--- src/rtl/proc_out_serializer_pkg.sv ---
// Shared types, sizes and the column keep-mask helper for proc_out_serializer.
// Sizes mirror the processing engine parameters.
package proc_out_serializer_pkg;

    localparam int COLS           = 4;
    localparam int ROWS           = 2;
    localparam int WORD_WIDTH_OUT = 16;
    localparam int KW_MAX         = 7;
    localparam int SW_MAX         = 4;

    localparam int KW2_W = $clog2(KW_MAX / 2 + 1);
    localparam int SW1_W = $clog2(SW_MAX);
    localparam int COL_W = $clog2(COLS);

    typedef struct packed {
        logic             is_config;
        logic [KW2_W-1:0] kw2;
        logic [SW1_W-1:0] sw_1;
    } tuser_st;

    typedef logic [WORD_WIDTH_OUT-1:0] word_t;
    typedef word_t [ROWS-1:0]          col_t;
    typedef col_t [COLS-1:0]           beat_t;
    typedef logic [COL_W-1:0]          col_idx_t;
    typedef logic [COLS-1:0]           keep_mask_t;

    typedef enum logic {
        ST_IDLE,
        ST_SHIFT
    } ser_state_e;

    // Column c is kept when c mod (2*kw2 + sw_1 + 1) < sw_1 + 1; the modulo is
    // tracked as a wrapping counter so no divider is built.
    function automatic keep_mask_t out_keep_mask(input logic [KW2_W-1:0] kw2,
                                                 input logic [SW1_W-1:0] sw_1);
        keep_mask_t  mask;
        logic [31:0] s;
        logic [31:0] j;
        logic [31:0] pos;
        s   = 32'(sw_1) + 32'd1;
        j   = 32'd2 * 32'(kw2) + 32'(sw_1) + 32'd1;
        pos = 32'd0;
        for (int c = 0; c < COLS; c++) begin
            mask[c] = (pos < s);
            pos     = (pos + 32'd1 == j) ? 32'd0 : pos + 32'd1;
        end
        return mask;
    endfunction

endpackage

--- src/rtl/proc_out_serializer_if.sv ---
// Wide-in / narrow-out AXI-Stream bundle around proc_out_serializer.
// The serializer takes the slave modport; the surrounding environment takes master.
interface proc_out_serializer_if;
    import proc_out_serializer_pkg::*;

    logic     s_ready;
    logic     s_valid;
    logic     s_last;
    beat_t    s_data;
    tuser_st  s_user;
    logic     m_ready;
    logic     m_valid;
    logic     m_last;
    col_t     m_data;
    tuser_st  m_user;
    col_idx_t m_col;

    modport slave (
        output s_ready, m_valid, m_last, m_data, m_user, m_col,
        input  s_valid, s_last, s_data, s_user, m_ready
    );

    modport master (
        input  s_ready, m_valid, m_last, m_data, m_user, m_col,
        output s_valid, s_last, s_data, s_user, m_ready
    );

endinterface

--- src/rtl/proc_out_serializer_out_col_picker.sv ---
// Finds the next kept column above the current one and flags when none is left.
module out_col_picker
    import proc_out_serializer_pkg::*;
(
    input  keep_mask_t mask_i,
    input  col_idx_t   col_i,
    output col_idx_t   next_col_o,
    output logic       is_last_kept_o
);

    // Scanning downward lets the lowest kept column above col_i win.
    always_comb begin
        next_col_o     = col_i;
        is_last_kept_o = 1'b1;
        for (int c = COLS - 1; c >= 0; c--) begin
            if (mask_i[c] && (c > int'(col_i))) begin
                next_col_o     = col_idx_t'(c);
                is_last_kept_o = 1'b0;
            end
        end
    end

endmodule

--- src/rtl/proc_out_serializer.sv ---
// Serializes one wide accumulator beat into per-column narrow beats, dropping config beats.
// Define PROC_OUT_KEEP_FILTER_EN to also drop columns outside the kernel/stride keep mask.
module proc_out_serializer
    import proc_out_serializer_pkg::*;
(
    input logic                  clk,
    input logic                  resetn,
    proc_out_serializer_if.slave bus
);

    ser_state_e state_q, state_d;
    beat_t      hold_data_q, hold_data_d;
    tuser_st    hold_user_q, hold_user_d;
    logic       hold_last_q, hold_last_d;
    col_idx_t   col_q, col_d;

    keep_mask_t keep_mask;
    col_idx_t   next_col;
    logic       is_last_kept;
    logic       s_ready;
    logic       accept;

`ifdef PROC_OUT_KEEP_FILTER_EN
    assign keep_mask = out_keep_mask(hold_user_q.kw2, hold_user_q.sw_1);
`else
    assign keep_mask = '1;
`endif

    out_col_picker u_picker (
        .mask_i         (keep_mask),
        .col_i          (col_q),
        .next_col_o     (next_col),
        .is_last_kept_o (is_last_kept)
    );

    assign s_ready = (state_q == ST_IDLE) || (bus.m_ready && is_last_kept);
    assign accept  = bus.s_valid && s_ready;

    // Column 0 is always kept, so a freshly loaded beat always starts there.
    always_comb begin
        state_d     = state_q;
        hold_data_d = hold_data_q;
        hold_user_d = hold_user_q;
        hold_last_d = hold_last_q;
        col_d       = col_q;
        case (state_q)
            ST_IDLE: ;
            ST_SHIFT: begin
                if (bus.m_ready) begin
                    if (is_last_kept) state_d = ST_IDLE;
                    else              col_d   = next_col;
                end
            end
            default: state_d = ST_IDLE;
        endcase
        if (accept && !bus.s_user.is_config) begin
            state_d     = ST_SHIFT;
            hold_data_d = bus.s_data;
            hold_user_d = bus.s_user;
            hold_last_d = bus.s_last;
            col_d       = '0;
        end
    end

    always_ff @(posedge clk or negedge resetn) begin
        if (!resetn) begin
            state_q     <= ST_IDLE;
            hold_data_q <= '0;
            hold_user_q <= '0;
            hold_last_q <= 1'b0;
            col_q       <= '0;
        end else begin
            state_q     <= state_d;
            hold_data_q <= hold_data_d;
            hold_user_q <= hold_user_d;
            hold_last_q <= hold_last_d;
            col_q       <= col_d;
        end
    end

    assign bus.s_ready = s_ready;
    assign bus.m_valid = (state_q == ST_SHIFT);
    assign bus.m_data  = hold_data_q[col_q];
    assign bus.m_user  = hold_user_q;
    assign bus.m_col   = col_q;
    assign bus.m_last  = (state_q == ST_SHIFT) && hold_last_q && is_last_kept;

endmodule

--- src/flat_wrapper.sv ---
// flat-port wrapper written by rule: the top's interface ports become plain ports
module proc_out_serializer_flat import proc_out_serializer_pkg::*;
  (clk, resetn, bus_s_ready, bus_m_valid, bus_m_last, bus_m_data, bus_m_user, bus_m_col, bus_s_valid, bus_s_last, bus_s_data, bus_s_user, bus_m_ready);
  proc_out_serializer_if bus_i ();
  input logic clk;
  input logic resetn;
  output wire logic [$bits(bus_i.s_ready)-1:0] bus_s_ready;
  output wire logic [$bits(bus_i.m_valid)-1:0] bus_m_valid;
  output wire logic [$bits(bus_i.m_last)-1:0] bus_m_last;
  output wire logic [$bits(bus_i.m_data)-1:0] bus_m_data;
  output wire logic [$bits(bus_i.m_user)-1:0] bus_m_user;
  output wire logic [$bits(bus_i.m_col)-1:0] bus_m_col;
  input wire logic [$bits(bus_i.s_valid)-1:0] bus_s_valid;
  input wire logic [$bits(bus_i.s_last)-1:0] bus_s_last;
  input wire logic [$bits(bus_i.s_data)-1:0] bus_s_data;
  input wire logic [$bits(bus_i.s_user)-1:0] bus_s_user;
  input wire logic [$bits(bus_i.m_ready)-1:0] bus_m_ready;
  assign bus_s_ready = bus_i.s_ready;
  assign bus_m_valid = bus_i.m_valid;
  assign bus_m_last = bus_i.m_last;
  assign bus_m_data = bus_i.m_data;
  assign bus_m_user = bus_i.m_user;
  assign bus_m_col = bus_i.m_col;
  assign bus_i.s_valid = bus_s_valid;
  assign bus_i.s_last = bus_s_last;
  assign bus_i.s_data = bus_s_data;
  assign bus_i.s_user = bus_s_user;
  assign bus_i.m_ready = bus_m_ready;
  proc_out_serializer u_core (.clk(clk), .resetn(resetn), .bus(bus_i));
endmodule
--- config.mk ---
export PLATFORM = sky130hd
export DESIGN_NAME = proc_out_serializer_flat
export DESIGN_NICKNAME = d
export VERILOG_FILES = /design/src/rtl/proc_out_serializer_pkg.sv /design/src/rtl/proc_out_serializer_if.sv /design/src/rtl/proc_out_serializer_out_col_picker.sv /design/src/rtl/proc_out_serializer.sv /design/src/flat_wrapper.sv
export SDC_FILE = /design/constraint.sdc
export NUM_CORES = 1
export LEC_CHECK = 0
export BUFFER_PORTS_ARGS = -buffer_cell sky130_fd_sc_hd__buf_4
export CELL_PAD_IN_SITES_DETAIL_PLACEMENT = 2
export CELL_PAD_IN_SITES_GLOBAL_PLACEMENT = 2
export CORE_ASPECT_RATIO = 1.1
export CORE_MARGIN = 3
export CORE_UTILIZATION = 36
export DETAILED_ROUTE_END_ITERATION = 10
export GPL_ROUTABILITY_DRIVEN = 1
export GPL_TIMING_DRIVEN = 0
export PLACE_DENSITY = 0.89
export SYNTH_ARGS = -nofsm -noshare
export SYNTH_HDL_FRONTEND = slang
export SYNTH_SLANG_ARGS = --single-unit
--- constraint.sdc ---
create_clock -name clk -period 1.9 [get_ports clk]
set_input_delay 0.285 -clock clk [delete_from_list [all_inputs] [get_ports clk]]
set_output_delay 0.285 -clock clk [all_outputs]
set_load 0.005 [all_outputs]
# Word level (Yosys, flattened, before mapping)
# Index checks and enable logic that the tools add are counted.
[classes]
muxes = 16
n_eq_ne = 1
reduce_logical = 11
n_lt_le_gt_ge = 4
bitwise = 1
[ops]
columns = ["cell", "count"]
rows = [
  ["32-bit binary-select mux with 2-bit select", 1],
  ["32-bit 2-to-1 mux", 1],
  ["2-bit 2-to-1 mux", 7],
  ["1-bit 2-to-1 mux", 7],
  ["1-bit logical AND", 5],
  ["2-bit > comparator, first input constant", 2],
  ["4-bit AND reduction", 1],
  ["2-bit nonzero test", 2],
  ["4-bit nonzero test", 1],
  ["2-bit by 3-bit less-than comparator with 1-bit output, second input constant", 1],
  ["1-bit by 2-bit > comparator with 1-bit output, first input constant", 1],
  ["2-bit inequality test, second input constant", 1],
  ["1-bit logical NOT", 1],
  ["1-bit logical OR", 1],
  ["1-bit NOT", 1],
]
[totals]
out_inout_bits = 42
register_bits = 137
word_cells = 47
input_bits = 138

# Depth between registers and ports, before layout
# Gate-level depths: netlist of run 1.
[depth]
word_depth = 10
ltp_mapped = 7
depth_no_buf = 3

# Cells and area by module
# From an unflattened synthesis of run 1, not the netlist that was laid out.
[hier_totals]
cells_unflattened = 347
hier_area_um2 = 6130.9
[modules_own_cells]
columns = ["mod", "instances", "cells_per_inst", "area_per_inst_um2", "seq_area_each_um2"]
rows = [
  ["proc_out_serializer", 1, 338, 6075.8, 3428.3],
  ["out_col_picker", 1, 9, 55.1, 0.0],
]

# Worst setup path before layout of run 1
# No wires, ideal clock.
[synth_path]
path_type = "register -> output"
start = "register u_core.col_q[0], in the netlist u_core.bus.m_col[0]"
end = "output port bus_m_data[0]"
stages_incl_launch_ff = 4
n_path_buf = 2
arrival_ns = 1.351
t_required_ns = 1.615
path_slack_ns = 0.264
cell_sequence = "dfrtp_1 > buf_6 > buf_2 > mux4_2"
[synth_between]
elab_chain_len = 2
[synth_rtl]
columns = ["item", "line_no", "rtl"]
rows = [
  ["start: declaration", "proc_out_serializer.sv:15", "col_idx_t col_q, col_d;"],
  ["start signal: assignment", "proc_out_serializer.sv:77", "col_q <= col_d;"],
  ["32-bit binary-select mux with 2-bit select", "proc_out_serializer.sv:83", "assign bus.m_data = hold_data_q[col_q];"],
  ["32-bit 2-to-1 mux (not written as such)", "proc_out_serializer.sv:83", ""],
  ["end: declaration", "flat_wrapper.sv:10", "output wire logic [$bits(bus_i.m_data)-1:0] bus_m_data;"],
]
# Every way passes these cells. The select of a mux whose other input is x is not followed.

# Final worst setup path of run 1
[layout_path]
start = "register u_core.col_q[0], in the netlist u_core.bus.m_col[0]"
end = "output port bus_m_data[4]"
# The elaborated chain is that of the path after synthesis.

==> flow_summary.json, run 1 <==
{
  "postLayoutCoreUtil_pct": 58.64,
  "congestion_overflow_gr": 0,
  "worstPathMaxFanout": 7,
  "portbufs": 179,
  "synthAdderAreaFrac_pct": 0,
  "synth_nets": 475,
  "fin_ws_ns": -0.2482,
  "clk_latency_ns": 0.43,
  "detailedRoute.firstIterationViolations": 151,
  "total_switching_power_mw": 5.074,
  "clock_tree.buffer_depth": 2,
  "violations": "setup timing",
  "tritoncts_clock_tree": "built",
  "grt_antenna_before_repair": 0,
  "synth.distinct_cells": 21,
  "cts-htree-levels": 4,
  "routed_via_density": 5.258,
  "worst-r2r-setup-slack_ns": -0.20,
  "post-route-cell-area_mm2": 0.009634,
  "hold-worst-slack_ns": 0.08577,
  "netSwitchingFraction_pct": 29.61,
  "critical_path.endpoint": "bus_m_data[4]",
  "placeableCoreArea_mm2": 0.01643,
  "synth-seq-area-share_pct": 56.37,
  "synth.mux.area_fraction_pct": 38.76,
  "post_synth_inst_count": 337,
  "finalPower_mw": 17.14,
  "wire_length_of_the_first_global_routing_pass_mm": 28.12,
  "hold_path.class": "input pin to flip-flop",
  "synth-compound-area-share_pct": 0.3292,
  "timing.max_slew.rel_slack_pct": 55.61,
  "drive_above_1_share_pct": 74.83,
  "maximum_resistive_drop_on_vdd_uv": 840.8,
  "final_antenna_net_count": 0,
  "layout_worst_path_cycle_share_pct": 113.1,
  "p_leak_nw": 4.478,
  "first_global_vias": 4708,
  "start_util_pct": 37.02,
  "max_cap_violations": 0,
  "fp.dieArea_mm2": 0.01849,
  "share_seq_of_total_power_pct": 31.9,
  "maximum_number_of_pins_on_one_net_before_global_route_repair": 72,
  "cp_cell_sequence": "buf_12 > clkbuf_16 > mux4_2 > buf_6",
  "yosysWarningCount": 0,
  "dp_cells": 721,
  "power.density_mw_per_mm2": 1779,
  "setup.worst_path.class": "flip-flop to primary output",
  "detailroute.via_count": 4143,
  "maxSlewViolCount": 0,
  "cp.required_ns": 1.62,
  "synth_top_family_by_area": "multiplexers",
  "intPower_mw": 12.06,
  "finalCriticalPeriod_ns": 2.148,
  "fin_nets": 710,
  "inserted_diodes": 0,
  "dpl.hpwl_mm": 13.10,
  "rsz0062_at_grt": "yes",
  "synth-simple-area-share_pct": 0.9463,
  "postSynthRegisterBits": 137,
  "mappedNetlistArea_mm2": 0.006082,
  "worst_slack_at_placement_ns": -0.2131,
  "synth_xor_area_share_pct": 0,
  "timing.final.setup_violations": 165,
  "tritoncts_num_sinks": 137,
  "place_congestion": 0.7267,
  "r2r.worst_path.cells": 9,
  "holdPathStages": 2,
  "detail_route.drc_violations": 0,
  "globalRouteTotalUtil_pct": 20.74,
  "worst-endpoint-arrival_ns": 1.86,
  "drt-wirelength-per-cell_um": 29.12,
  "start_kind": "flip-flop",
  "ctsRootBufferMaster": "sky130_fd_sc_hd__clkbuf_16",
  "floorplan.die.height_um": 142.3,
  "layout_overhead_on_the_synthesized_area_pct": 58.40,
  "num_rows": 49,
  "setup_tns_ns": -23.26,
  "clock_skew_ns": 0.01070,
  "die_x_um": 129.9,
  "crit-reg2reg-launch": "u_core.bus.m_col[0]",
  "dr.pass1.iters": 4,
  "finalNonFillerCells": 788,
  "worst_setup_hold_path_clk_slew_ns": 0.06,
  "outcome": "finished with violations",
  "placement.cell_area_mm2": 0.007712,
  "timing_hold_violations_final": 0,
  "timing.rr.end": "u_core.hold_data_q[86]",
  "clock_power_share_pct": 20.3,
  "maxClockFrequency_mhz": 465.5,
  "cts-buffers-inserted": 17,
  "cp_slowest_cell": "sky130_fd_sc_hd__mux4_2",
  "combinational_share_of_power_pct": 47.8,
  "syn_area_per_cell_um2": 18.05,
  "totalWireLength_mm": 22.95,
  "tightestPinTransition_ns": 0.6658,
  "critical-path-max-stage-delay_ns": 0.52,
  "worst_setup_path_startpoint": "u_core.bus.m_col[0]",
  "ioPinCount": 180,
  "timing.critical_path.to_type": "primary output"
}
-- sequential cells by signal, indices dropped and copies added (netlist names) --
name                cells
u_core.hold_data_q    128
u_core.hold_last_q      1
u_core.bus.m_user       5
u_core.bus.m_valid      1
u_core.bus.m_col        2
-- worst max-delay path, delay by kind of cell (launching register included) --
| kind | cells | cell delay, ns |
|---|---|---|
| muxes | 1 | 0.52 |
| buffers and inverters | 3 | 0.49 |
| DFF | 1 | 0.42 |
-- logic make-up after synthesis --
group                  count (synthesis)
and+or+nand+nor                        9
DFF                                  137
muxes                                165
buffers and inverters                 23
AOI/OAI and AO/OA                      3
-- routing by layer --
layer	GRT usage, %	share of wire (%)	vias to the layer above
li1	-	-	1733
met1	23.27	38	2214
met2	37.47	55	159
met3	6.269	5.0	37
met4	6.729	2.6	0
met5	0	0	-
-- cells in the final DEF (no fill, tap or decap), drive strengths merged --
master       instances
clkinv               3
nand2                2
and4b                1
and4                 1
nand2b               1
mux4                32
a21oi                2
clkbuf              40
a31oi                1
bufinv               3
clkinvlp             5
dfrtp              137
nor2b                1
mux2               133
nor2                 1
buf                218
nor3                 1
dlygate4sd3          1
nand3                1
-- worst min-delay path by stage --
stage / to / startpoint
floorplan: u_core.bus.m_col[0] / resetn
finish: u_core.hold_data_q[75] / bus_s_data[75]
global placement: u_core.hold_data_q[122] / u_core.hold_data_q[122]
global route: u_core.hold_data_q[73] / bus_s_data[73]
detailed placement: u_core.hold_data_q[4] / resetn
CTS: u_core.hold_data_q[73] / bus_s_data[73]
-- layout make-up --
class | instances | area [µm²]
plain buffers | 23 | 421.7
fillers | 1395 | 6797
multi-input cells | 177 | 2778
clock inverters | 11 | 146.4
repair buffers | 216 | 2138
well taps | 204 | 255.2
flip-flops and latches | 137 | 3428
clock buffers | 20 | 466.7
-- synth_stat cells --
master	n	area, µm²
sky130_fd_sc_hd__mux4_2	32	720.7
sky130_fd_sc_hd__nand3_2	1	10.01
sky130_fd_sc_hd__a31oi_1	1	6.260
sky130_fd_sc_hd__and4b_1	1	10.01
sky130_fd_sc_hd__nand2b_1	1	6.260
sky130_fd_sc_hd__nor2_1	1	3.750
sky130_fd_sc_hd__mux2_4	37	555.5
sky130_fd_sc_hd__clkbuf_1	3	11.26
sky130_fd_sc_hd__a21oi_2	1	8.760
sky130_fd_sc_hd__a21oi_1	1	5.000
sky130_fd_sc_hd__nor3_1	1	5.000
sky130_fd_sc_hd__buf_2	3	15.01
sky130_fd_sc_hd__nor2b_1	1	6.260
sky130_fd_sc_hd__buf_4	10	75.07
sky130_fd_sc_hd__mux2_2	96	1081
sky130_fd_sc_hd__buf_12	4	80.08
sky130_fd_sc_hd__buf_6	2	22.52
sky130_fd_sc_hd__dfrtp_1	137	3428
sky130_fd_sc_hd__nand2_1	2	7.510
sky130_fd_sc_hd__and4_1	1	8.760
sky130_fd_sc_hd__buf_8	1	15.01
-- timing repair --
item / 4_1_cts / 5_1_grt
hold buffers: 1 / 0
gates cloned: 0 / 18
gates resized for setup: 48 / 136
setup buffers: 3 / 14
setup endpoints to repair: 33 / 141
pin swaps: 1 / 0
endpoints found under the hold margin: 66 / 0
-- power by group through the flow --
stage	Sequential, mW	Combinational, mW	Clock [mW]
6_report	5.47	8.18	3.48
5_1_grt	5.60	8.59	3.67
4_1_cts	5.31	6.67	3.52
3_5_place_dp	5.31	5.89	0
3_3_place_gp	5.09	5.64	0
2_1_floorplan	4.93	3.62	0
Note: power is estimated with default switching activity, not from simulation.
==> inputs of run 2 (changes only) <==
--- a/config.mk
+++ b/config.mk
@@ -5,16 +5,17 @@
 export SDC_FILE = /design/constraint.sdc
 export NUM_CORES = 1
 export LEC_CHECK = 0
+export ABC_AREA = 1
 export BUFFER_PORTS_ARGS = -buffer_cell sky130_fd_sc_hd__buf_4
 export CELL_PAD_IN_SITES_DETAIL_PLACEMENT = 2
 export CELL_PAD_IN_SITES_GLOBAL_PLACEMENT = 2
 export CORE_ASPECT_RATIO = 1.1
 export CORE_MARGIN = 3
-export CORE_UTILIZATION = 36
+export CORE_UTILIZATION = 29
 export DETAILED_ROUTE_END_ITERATION = 10
 export GPL_ROUTABILITY_DRIVEN = 1
 export GPL_TIMING_DRIVEN = 0
-export PLACE_DENSITY = 0.89
+export PLACE_DENSITY = 0.9
 export SYNTH_ARGS = -nofsm -noshare
 export SYNTH_HDL_FRONTEND = slang
 export SYNTH_SLANG_ARGS = --single-unit
==> flow_summary.json, run 2 <==
{
  "final_antenna_net_count": 0,
  "cts-htree-levels": 4,
  "clock_tree.buffer_depth": 2,
  "timing.final.setup_violations": 33,
  "maxClockFrequency_mhz": 479.4,
  "met2_resource_use_gr_pct": 49.74,
  "power.density_mw_per_mm2": 1909,
  "layout_worst_path_cycle_share_pct": 109.8,
  "routed_via_density": 5.284,
  "tritoncts_clock_tree": "built",
  "mappedNetlistArea_mm2": 0.006450,
  "timing_hold_violations_final": 0,
  "maximum_resistive_drop_on_vdd_uv": 714.4,
  "yosysTopAreaCellShare_pct": 53.15,
  "portbufs": 179,
  "ctsRootBufferMaster": "sky130_fd_sc_hd__clkbuf_16",
  "globalRouteTotalUtil_pct": 27.78,
  "grt.busiest_layer": "met2",
  "crit_path_frequent_cell": "sky130_fd_sc_hd__nand2_2",
  "grt_antenna_before_repair": 0,
  "inserted_diodes": 0,
  "max_cap_violations": 0,
  "maximum_number_of_pins_on_one_net_before_global_route_repair": 93,
  "hold-worst-slack_ns": 0.07548,
  "ioPinCount": 180,
  "cts-buffers-inserted": 17,
  "synth.top_cells.by_count": "sky130_fd_sc_hd__nand2_1 (401), sky130_fd_sc_hd__dfrtp_1 (137), sky130_fd_sc_hd__nand3_1 (133)",
  "timing.max_slew.rel_slack_pct": 56.73,
  "start_util_pct": 29.89,
  "drive_above_1_share_pct": 35.39,
  "maxSlewViolCount": 0,
  "postSynthRegisterBits": 137,
  "outcome": "finished with violations",
  "synth.most_common_cell": "sky130_fd_sc_hd__nand2_1",
  "dpl.hpwl_mm": 20.47,
  "tightestPinTransition_ns": 0.6491,
  "fin_ws_ns": -0.1858,
  "layout_overhead_on_the_synthesized_area_pct": 48.07,
  "fillCellCount": 2442,
  "synth_top_cells_by_area": "sky130_fd_sc_hd__dfrtp_1 (53%), sky130_fd_sc_hd__nand2_1 (23%), sky130_fd_sc_hd__nand3_1 (10%)",
  "start_kind": "flip-flop",
  "die_x_um": 148.2,
  "worstPathMaxFanout": 7,
  "rsz0062_at_grt": "yes",
  "cp_slowest_cell": "sky130_fd_sc_hd__dfrtp_2",
  "violations": "setup timing",
  "yosysWarningCount": 0,
  "largest_reg_flops": 128,
  "place_congestion": 0.7931,
  "first_global_vias": 8202,
  "placeableCoreArea_mm2": 0.02158,
  "commonest_non_fill_non_tap_cell_in_the_layout": "sky130_fd_sc_hd__nand2_1",
  "post_synth_inst_count": 843,
  "detailedRoute.firstIterationViolations": 405,
  "tritoncts_num_sinks": 137,
  "synth_top_area_cell": "sky130_fd_sc_hd__dfrtp_1",
  "drt-wirelength-per-cell_um": 24.89,
  "layout_common_cells": "sky130_fd_sc_hd__nand2_1 (357), sky130_fd_sc_hd__buf_4 (191), sky130_fd_sc_hd__dfrtp_1 (135), sky130_fd_sc_hd__nand3_1 (133), sky130_fd_sc_hd__nand2_2 (34)",
  "floorplan.die.height_um": 162.4,
  "timing.critical_path.to_type": "primary output",
  "finalCriticalPeriod_ns": 2.086,
  "clk_latency_ns": 0.44,
  "dr.pass1.iters": 5,
  "num_rows": 56,
  "worst_setup_hold_path_clk_slew_ns": 0.06,
  "detail_route.drc_violations": 0,
  "holdPathStages": 3,
  "setup.worst_path.class": "flip-flop to primary output",
  "r2r.worst_path.cells": 9,
  "synth-seq-area-share_pct": 53.15,
  "clock_skew_ns": 0.01218,
  "fp.dieArea_mm2": 0.02407,
  "synth.distinct_cells": 17,
  "yosys_most_used_dff": "sky130_fd_sc_hd__dfrtp_1",
  "fin_nets": 1196,
  "worst-endpoint-arrival_ns": 1.80,
  "cp.required_ns": 1.62,
  "totalWireLength_mm": 33.87,
  "post-route-cell-area_mm2": 0.009550,
  "gr-usage-met3_pct": 3.841,
  "use_met1_pct": 33.11,
  "hold_path.class": "input pin to flip-flop",
  "detailroute.via_count": 7191,
  "syn_area_per_cell_um2": 7.651,
  "p_leak_nw": 5.047,
  "cp_cell_sequence": "buf_8 > clkinv_8 > buf_12 > buf_16 > nand2_2 > nand2_2 > nand2_1 > o21ai_2 > buf_4",
  "synth_nets": 981,
  "placement.cell_area_mm2": 0.008188,
  "top_reg_by_flops": "u_core.hold_data_q",
  "critical-path-max-stage-delay_ns": 0.44,
  "synth_async_sr_flop_share_pct": 100.0,
  "congestion_overflow_gr": 0,
  "wire_length_of_the_first_global_routing_pass_mm": 50.18,
  "synth_enable_flop_cells": 0
}
## run 2: cell types whose count changed after synthesis, sizes merged, moves of 2 or more
cell	change
nand2	+401
mux2	-133
nand3	+133
o21ai	+64
nor2	+34
mux4	-32
clkbuf	+20
buf	+19
inv	+5
a21oi	-2
## run 2: cell type report
class	count	area, µm²	area share (%)
timing repair buffer	197	1562	16.35
multi-input combinational	638	3067	32.11
clock inverter	11	145.1	1.520
tap	290	362.8	3.799
clock buffer	21	460.4	4.821
inverter	6	37.54	0.3930
buffer	61	485.5	5.083
sequential	137	3431	35.92
## run 2: routing by layer
| metal | part of all wire (%) | wire length [µm] |
|---|---|---|
| met4 | 4.5 | 1532 |
| met1 | 40 | 13380 |
| met5 | 0 | 0 |
| met2 | 52 | 17760 |
| met3 | 3.5 | 1201 |
## run 2: what timing repair did
item,in CTS,in global routing
resized for setup,157,80
pin swaps,21,8
buffers inserted,13,0
endpoints found under the hold margin,45,0
gates cloned,3,0
hold buffers,1,0
endpoints found under the setup margin,36,59
## run 2: final timing paths
kind	to	startpoint	slack, ns
max	bus_m_data[16]	u_core.bus.m_col[0]	-0.19
min	u_core.hold_data_q[61]	bus_s_data[61]	0.08
max reg2reg	u_core.hold_data_q[88]	u_core.bus.m_col[0]	0.06
min reg2reg	u_core.hold_data_q[35]	u_core.hold_data_q[35]	0.47
max in group asynchronous	u_core.bus.m_col[1]	resetn	0.70
min in group asynchronous	u_core.hold_data_q[40]	resetn	0.34
## run 2: critical path: cells and delay by family (launching register included)
kind / cells / cell delay, ns
AND/OR/NAND/NOR: 3 / 0.19
AO/OA/AOI/OAI: 1 / 0.08
flip-flops: 1 / 0.44
buffers and inverters: 5 / 0.65
## run 2: kinds of logic (layout without fill, tap and decap cells)
family	Yosys count	count (layout)	share of synthesized area, %
and+or+nand+nor	574	574	36.41
buffers and inverters	68	296	5.470
AOI/OAI and AO/OA	64	64	4.966
DFF	137	137	53.15
## run 2: power by group
part,internal (mW),switching [mW],leakage [nW]
Clock,2.13,1.41,0.289
Combinational,3.66,5.54,3.06
Sequential,4.29,1.19,1.70
## run 2: stage by stage
step | utilization [%] | TNS, ns | instances | total power, mW | setup slack, ns
2_1_floorplan | - | 0 | 843 | 8.426 | 0.3860
3_3_place_gp | 37.80 | -21.50 | 1312 | 11.43 | -0.3899
3_5_place_dp | 37.94 | -7.458 | 1313 | 11.91 | -0.4132
4_1_cts | 43.21 | -4.196 | 1362 | 17.02 | -0.1812
5_1_grt | 44.25 | -6.058 | 1361 | 19.20 | -0.2429
6_report | 44.25 | -4.572 | 1361 | 18.23 | -0.1858
